$ cat src/rtl/pwm_servo.sv
// Hobby-servo PWM generator: two debounced active-low push-buttons step a
// saturating pulse-width setpoint that is applied at each 50 Hz frame boundary.
module pwm_servo #(
  parameter int PERIOD_CYCLES   = 1_000_000,
  parameter int MIN_WIDTH       = 50_000,
  parameter int MAX_WIDTH       = 100_000,
  parameter int CENTER_WIDTH    = 75_000,
  parameter int STEP_WIDTH      = 5_000,
  parameter int DEBOUNCE_CYCLES = 500_000
) (
  input  logic clk,
  input  logic rst,
  input  logic pb_inc,
  input  logic pb_dec,
  input  logic enable,
  output logic pwm_out
);

  localparam int CW = $clog2(PERIOD_CYCLES + 1);
  localparam int DW = $clog2(DEBOUNCE_CYCLES + 1);

  localparam logic [CW-1:0] LAST_CNT  = CW'(PERIOD_CYCLES - 1);
  localparam logic [CW-1:0] MIN_W     = CW'(MIN_WIDTH);
  localparam logic [CW-1:0] MAX_W     = CW'(MAX_WIDTH);
  localparam logic [CW-1:0] CENTER_W  = CW'(CENTER_WIDTH);
  localparam logic [CW:0]   MAX_EXT   = (CW+1)'(MAX_WIDTH);
  localparam logic [CW:0]   STEP_EXT  = (CW+1)'(STEP_WIDTH);
  localparam logic [CW:0]   LOW_EXT   = (CW+1)'(MIN_WIDTH + STEP_WIDTH);
  localparam logic [DW-1:0] DB_LIMIT  = DW'(DEBOUNCE_CYCLES);

  // Bit 0 is the increment button, bit 1 the decrement button; 1 = pressed.
  logic [1:0]    btn_raw;
  logic [1:0]    sync1_q, sync2_q;
  logic [1:0]    filt_q, filt_d;
  logic [1:0]    prev_q;
  logic [1:0]    strobe;
  logic [DW-1:0] dcnt_q [2];
  logic [DW-1:0] dcnt_d [2];

  logic [CW-1:0] target_q, target_d;
  logic [CW-1:0] width_q, width_d;
  logic [CW-1:0] cnt_q, cnt_d;
  logic          pwm_q, pwm_d;
  logic [CW:0]   tgt_ext, inc_sum, dec_diff;
  logic          frame_wrap;

  assign btn_raw = ~{pb_dec, pb_inc};
  assign strobe  = filt_q & ~prev_q;

  // NOTE: every variable assigned in always_comb gets a default first, so no
  // path leaves it unassigned and no latch is inferred.
  always_comb begin
    for (int i = 0; i < 2; i++) begin
      filt_d[i] = filt_q[i];
      dcnt_d[i] = '0;
      if (sync2_q[i] != filt_q[i]) begin
        // The new level is accepted only after it has already held for the
        // full debounce window, so a shorter pulse never reaches filt_q.
        if (dcnt_q[i] == DB_LIMIT) begin
          filt_d[i] = sync2_q[i];
        end else begin
          dcnt_d[i] = dcnt_q[i] + 1'b1;
        end
      end
    end
  end

  assign tgt_ext  = {1'b0, target_q};
  assign inc_sum  = tgt_ext + STEP_EXT;
  assign dec_diff = tgt_ext - STEP_EXT;

  always_comb begin
    target_d = target_q;
    unique case (strobe)
      2'b01:   target_d = (inc_sum > MAX_EXT) ? MAX_W : inc_sum[CW-1:0];
      2'b10:   target_d = (tgt_ext < LOW_EXT) ? MIN_W : dec_diff[CW-1:0];
      default: target_d = target_q;
    endcase
  end

  assign frame_wrap = enable && (cnt_q == LAST_CNT);

  always_comb begin
    cnt_d   = '0;
    width_d = width_q;
    if (enable && !frame_wrap) begin
      cnt_d = cnt_q + 1'b1;
    end
    // The active width only follows the setpoint between frames.
    if (!enable || frame_wrap) begin
      width_d = target_q;
    end
    pwm_d = enable && (cnt_q < width_q);
  end

  // NOTE: sequential state uses non-blocking assignments so every register
  // samples its inputs from before the clock edge.
  always_ff @(posedge clk) begin
    if (!rst) begin
      sync1_q  <= '0;
      sync2_q  <= '0;
      filt_q   <= '0;
      prev_q   <= '0;
      for (int i = 0; i < 2; i++) begin
        dcnt_q[i] <= '0;
      end
      target_q <= CENTER_W;
      width_q  <= CENTER_W;
      cnt_q    <= '0;
      pwm_q    <= 1'b0;
    end else begin
      sync1_q  <= btn_raw;
      sync2_q  <= sync1_q;
      filt_q   <= filt_d;
      prev_q   <= filt_q;
      for (int i = 0; i < 2; i++) begin
        dcnt_q[i] <= dcnt_d[i];
      end
      target_q <= target_d;
      width_q  <= width_d;
      cnt_q    <= cnt_d;
      pwm_q    <= pwm_d;
    end
  end

  assign pwm_out = pwm_q;

endmodule

$ cat config.mk
export PLATFORM = sky130hd
export DESIGN_NAME = pwm_servo
export DESIGN_NICKNAME = d
export VERILOG_FILES = /design/src/rtl/pwm_servo.sv
export SDC_FILE = /design/constraint.sdc
export NUM_CORES = 1
export LEC_CHECK = 0
export BUFFER_PORTS_ARGS = -buffer_cell sky130_fd_sc_hd__buf_2
export CORE_MARGIN = 4
export CORE_UTILIZATION = 60
export DETAILED_ROUTE_END_ITERATION = 6
export PLACE_DENSITY = 0.76
export SLEW_MARGIN = 20
export SYNTH_ARGS = -nofsm -noshare
export SYNTH_HDL_FRONTEND = slang
export SYNTH_SLANG_ARGS = --single-unit
$ cat constraint.sdc
create_clock -name clk -period 3.55 [get_ports clk]
set_input_delay 0.8875 -clock clk [delete_from_list [all_inputs] [get_ports clk]]
set_output_delay 0.8875 -clock clk [all_outputs]
set_load 0.005 [all_outputs]
---- After elaboration in Yosys (flattened, before gate mapping) ----
Memories as Yosys holds them, arrays and structs flattened.
Cells that the tools add are included.
storage, ports and cells
  flip-flop bits (word level) ............. 69
  bits in writable memories ............... 38
  memories kept ........................... 1
memories
  memory  depth  width  rd ports  clocked after Yosys merged registers in  wr ports  line  RTL
  dcnt_q  2      19     2         0                                        2         37    logic [DW-1:0] dcnt_q [2];
cells by class
  $add $sub $neg .......................... 5
  order comparisons ....................... 3
  eq/ne operators ......................... 7
  multiplexer cells ....................... 11
  bitwise operators ....................... 5
  reductions and logical operators ........ 10
operator list
  cell                                                                                number
  19-bit two-way mux                                                                  6
  20-bit two-way mux                                                                  2
  20-bit case mux with 2 select lines                                                 1
  19-bit by 1-bit adder with 19-bit output (second input constant)                    2
  19-bit == test (second input constant)                                              2
  20-bit by 13-bit adder with 21-bit output (second input constant)                   1
  21-bit by 17-bit greater-than comparator with 1-bit output (second input constant)  1
  20-bit by 1-bit adder with 20-bit output (second input constant)                    1
  20-bit == test (second input constant)                                              1
  20-bit by 16-bit < comparator with 1-bit output (second input constant)             1
  20-bit < comparator                                                                 1
  20-bit by 13-bit subtractor with 20-bit output (second input constant)              1
  2-bit AND reduction                                                                 3
  2-bit inverter                                                                      2
  1-bit logical AND                                                                   3
  2-bit bitwise AND                                                                   1
  2-bit by 1-bit == test with 1-bit output (second input constant)                    1
  2-bit == test (second input constant)                                               1
  1-bit logical NOT                                                                   2
  1-bit two-way mux                                                                   2
  1-bit inequality test                                                               2
  1-bit bitwise OR                                                                    2
  2-bit nonzero test                                                                  1
  1-bit logical OR                                                                    1

---- Logic depth before layout (Yosys ltp) ----
  depth in word-level cells ............... 5
  gate-level depth with buffers ........... 10
  gate-level depth less buffers ........... 9

---- Least setup slack after synthesis ----
No wires, ideal clock.
  path type ............................... flip-flop to flip-flop
  from .................................... register target_q[4]
  to ...................................... register target_q[8]
  setup time .............................. 0.086 ns
  data arrival time ....................... 2.340 ns
  data required time ...................... 3.464 ns
  path slack .............................. 1.124 ns
  stages on the path, launching flop included .. 11
  path buffers ............................ 2
  clock period less this slack ............ 2.426 ns
  cells stage by stage .................... dfxtp_1 -> ha_1 -> buf_2 -> and3_1 -> buf_2 -> a311oi_1 -> a2111oi_4 -> o211ai_4 -> nor4_1 -> nor3_1 -> a221oi_2
on the way
  longest elaborated chain between the ends .. 4
  elaborated cells between the ends (all ways) .. 7
  those cells by class .................... 2 x add/sub; 2 x order compare; 3 x mux
RTL lines
  element                                                     line  RTL
  start, declared                                             40    logic [CW-1:0] target_q, target_d;
  start signal, assigned                                      119   target_q <= target_d;
  20-bit by 13-bit adder with 21-bit output                   69    assign inc_sum = tgt_ext + STEP_EXT;
  21-bit by 17-bit greater-than comparator with 1-bit output  75    2'b01: target_d = (inc_sum > MAX_EXT) ? MAX_W : inc_sum[CW-1:0];
  20-bit two-way mux                                          75
  20-bit case mux with 2 select lines *                       74    unique case (strobe)
Every way passes the cells marked *; elsewhere a longest branch is shown, timed or not.
A chain may end at the register's enable or synchronous reset.

---- Worst setup path in the final report ----
  from .................................... register target_q[5]
  to ...................................... register target_q[12]
The elaborated chain is that of the path after synthesis.

==> out/results.ini <==
[floorplan]
ios = 6
die_area_um2 = 11120
rows = 35
initial_core_util = 0.6167
die_x_um = 105.5
die_h_um = 105.5
core-area_um2 = 9240

[sta]
fin_crit_ps = 2901
fin_hold_ws_ps = 442.5
rsz0062_at_grt = no
finalHoldViolations = 0
setup_violations = 0
layout_setup_ws_ps = 648.7
max_freq_mhz = 344.7
period_share = 0.8173
drv_slew = 0
timing.slew.headroom = 0.4143
tightestPinTransition_ps = 877.4
finalClockSkew_ps = 14.16
tns_ps = 0

[hold_path]
hold_path_end = sync2_q[0]
whs_path_depth = 1
hp-start = sync1_q[0]
min_path_type = reg -> reg

[yosys]
synthArstFlopShare = 0
synth-compound-area-share = 0.1772
synth_edf_count = 0
yosys_register_bits = 101
syn_inst = 696
synth_warnings = 0
synthXorXnorAreaFrac = 0.09069
synthAdderAreaFrac = 0.05490
synth_top_family_by_area = simple AND/OR/NAND/NOR gates
yosys.area_share.simple = 0.2620
syn-cell-area_um2 = 5698
yosysSeqAreaShare = 0.3549
ys.flop_type = dfxtp_1
synth.distinct_cells = 70
synthMuxAreaShare = 0.005490
syn_avg_cell_area_um2 = 8.187
syn_nets = 726

[detailed_routing]
drt_iter0_markers = 446
vias = 4873
wl_um = 12790
wire_per_inst_um = 15.73
first_pass_iters = 6
vias_per_cell = 5.994
antenna_left = 0
drcViolationCount = 0

[global_routing]
grt_max_degree = 28
antenna_found_initial = 0
gr-total-overflow = 0
grt_pass1_wl_um = 22180
grt.total_usage = 0.2405
grt_pass1_vias = 4617

[cts]
htree_levels = 3
clkLatencyLatePin_ps = 390
numCtsBuffers = 9
cts_hold_buf = 0
cts_root_buf = clkbuf_8
cts_setup_buffers = 0
cts_tree = yes
clockBufferDepth = 2
clk_pin_slew_ps = 100
numClockSinks = 101
ctsResizeCount = 0

[pwr]
power_w = 0.001969
p_per_area_nw_per_um2 = 330.3
vdd_drop_max_mv = 0.2544
p_leak_nw = 2.179

[finish]
drive_gt1_frac = 0.06725
fin_nets = 710
n_antenna_cell = 0
layout.cells.non_filler = 813
area_growth_pct = 4.589

[run_status]
status = finished, final reports clean

[setup_path]
worstPathMaxFanout = 20
r2r-start = target_q[5]
reg2reg_depth = 7
r2r_end = target_q[12]
cp.arrival_ps = 3210
end_kind = flip-flop
required_ps = 3860
path_class = reg -> reg
r2r_slack_ps = 650
cp-start-kind = flip-flop

[flow_run]
maxCapViolCount = 0

[placement]
dpl.cell_count = 798
pre_cts_slack_ps = 720.0
dp.final_hpwl_um = 9051
port_buffers = 5
gp_congestion = 0.9161

critical path, stage by stage, from the launching register on:
cell and delay (ps):
dfxtp_1 860, nand4_4 270, or4_1 490, a311oi_2 370, a2111oi_4 170, o31ai_4 330, a311oi_1 140, o22ai_1 190
where the power goes:
part / total, W / switching (W) / internal (W) / leakage (nW)
Combinational: 0.0000541 / 0.0000377 / 0.0000164 / 1.27
Sequential: 0.00115 / 0.00000979 / 0.00114 / 0.817
Clock: 0.000762 / 0.000432 / 0.000330 / 0.0899
cells in the final DEF, fill, tap and decap left out, drive strengths merged, types with 16 or more instances in the layout:
cell type,synthesis,routed
xor2,35,35
nand3,45,45
xnor2,24,24
ha,25,25
nor2,91,91
dfxtp,101,101
o21ai,26,26
a21oi,38,38
inv,35,37
nand2,69,69
nand4,16,16
worst max path at each step:
stage	from	endpoint	slack, ps	cells after the start
after floorplan	target_q[4]	target_q[8]	1120	10
after global placement	target_q[5]	target_q[16]	760	7
after detailed placement	target_q[5]	target_q[16]	720	7
after CTS	target_q[5]	target_q[12]	690	7
after global routing	target_q[4]	target_q[8]	480	9
final	target_q[5]	target_q[12]	650	7
area by class of cell:
type                    count  area [um^2]
well taps                 129        161.4
flip-flops and latches    101         2022
repair buffers             12        77.57
fillers                   849         3281
clock buffers               9        123.9
clock inverters             6        72.57
multi-input cells         519         3363
inverters                  37        138.9
Yosys cell counts, types with 4 or more instances:
cell type  instances  area [um^2]
buf_2             10        50.05
ha_1              25        312.8
nand4b_1           4        35.03
inv_1             35        131.4
clkbuf_1          23        86.33
a21o_1             5        37.54
o21ai_0           21        105.1
o22ai_1            4        25.02
and2_1             8        50.05
a31oi_1           10        62.56
nand2b_1           6        37.54
nor2b_1            6        37.54
nand4_1           15        93.84
nor4b_1            7        61.31
nor3_1            13        65.06
dfxtp_1          101         2022
xor2_1            35        306.5
nor2_1            91        341.6
xnor2_1           24        210.2
and3_1            14        87.58
nand3_1           43        215.2
o21ai_1            4        20.02
nand2_1           69        259.0
nor4_1             7        43.79
o211ai_1          13        97.59
a21oi_1           38        190.2
per-layer routing:
layer,vias up,part of all wire,track usage
met5,-,0,0
met4,0,0.020,0.08154
met3,29,0.051,0.04164
met2,148,0.49,0.4039
met1,2297,0.44,0.3119
li1,2399,-,-
per-stage QoR:
stage / utilization / instance area (um^2)
final: 0.6450 / 5959
after global routing: 0.6450 / 5959
after CTS: 0.6450 / 5959
after floorplan: - / 5698
after detailed placement: 0.6237 / 5763
after global placement: 0.6237 / 5763
logic make-up (layout without fill, tap and decap cells):
| logic type | Yosys count | count (layout) |
|---|---|---|
| simple gates | 299 | 299 |
| xor+xnor | 59 | 59 |
| fa+ha+maj | 25 | 25 |
| buf+inv | 76 | 64 |
| flops | 101 | 101 |
| mux | 3 | 3 |
| compound gates | 133 | 133 |
flip-flops by register name (all words and copies together) (netlist names):
register / flops
sync2_q: 2
filt_q: 2
width_q: 17
pwm_out: 1
cnt_q: 20
prev_q: 2
sync1_q: 2
target_q: 17
dcnt_q: 38
Note: power is estimated with default switching activity, not from simulation.
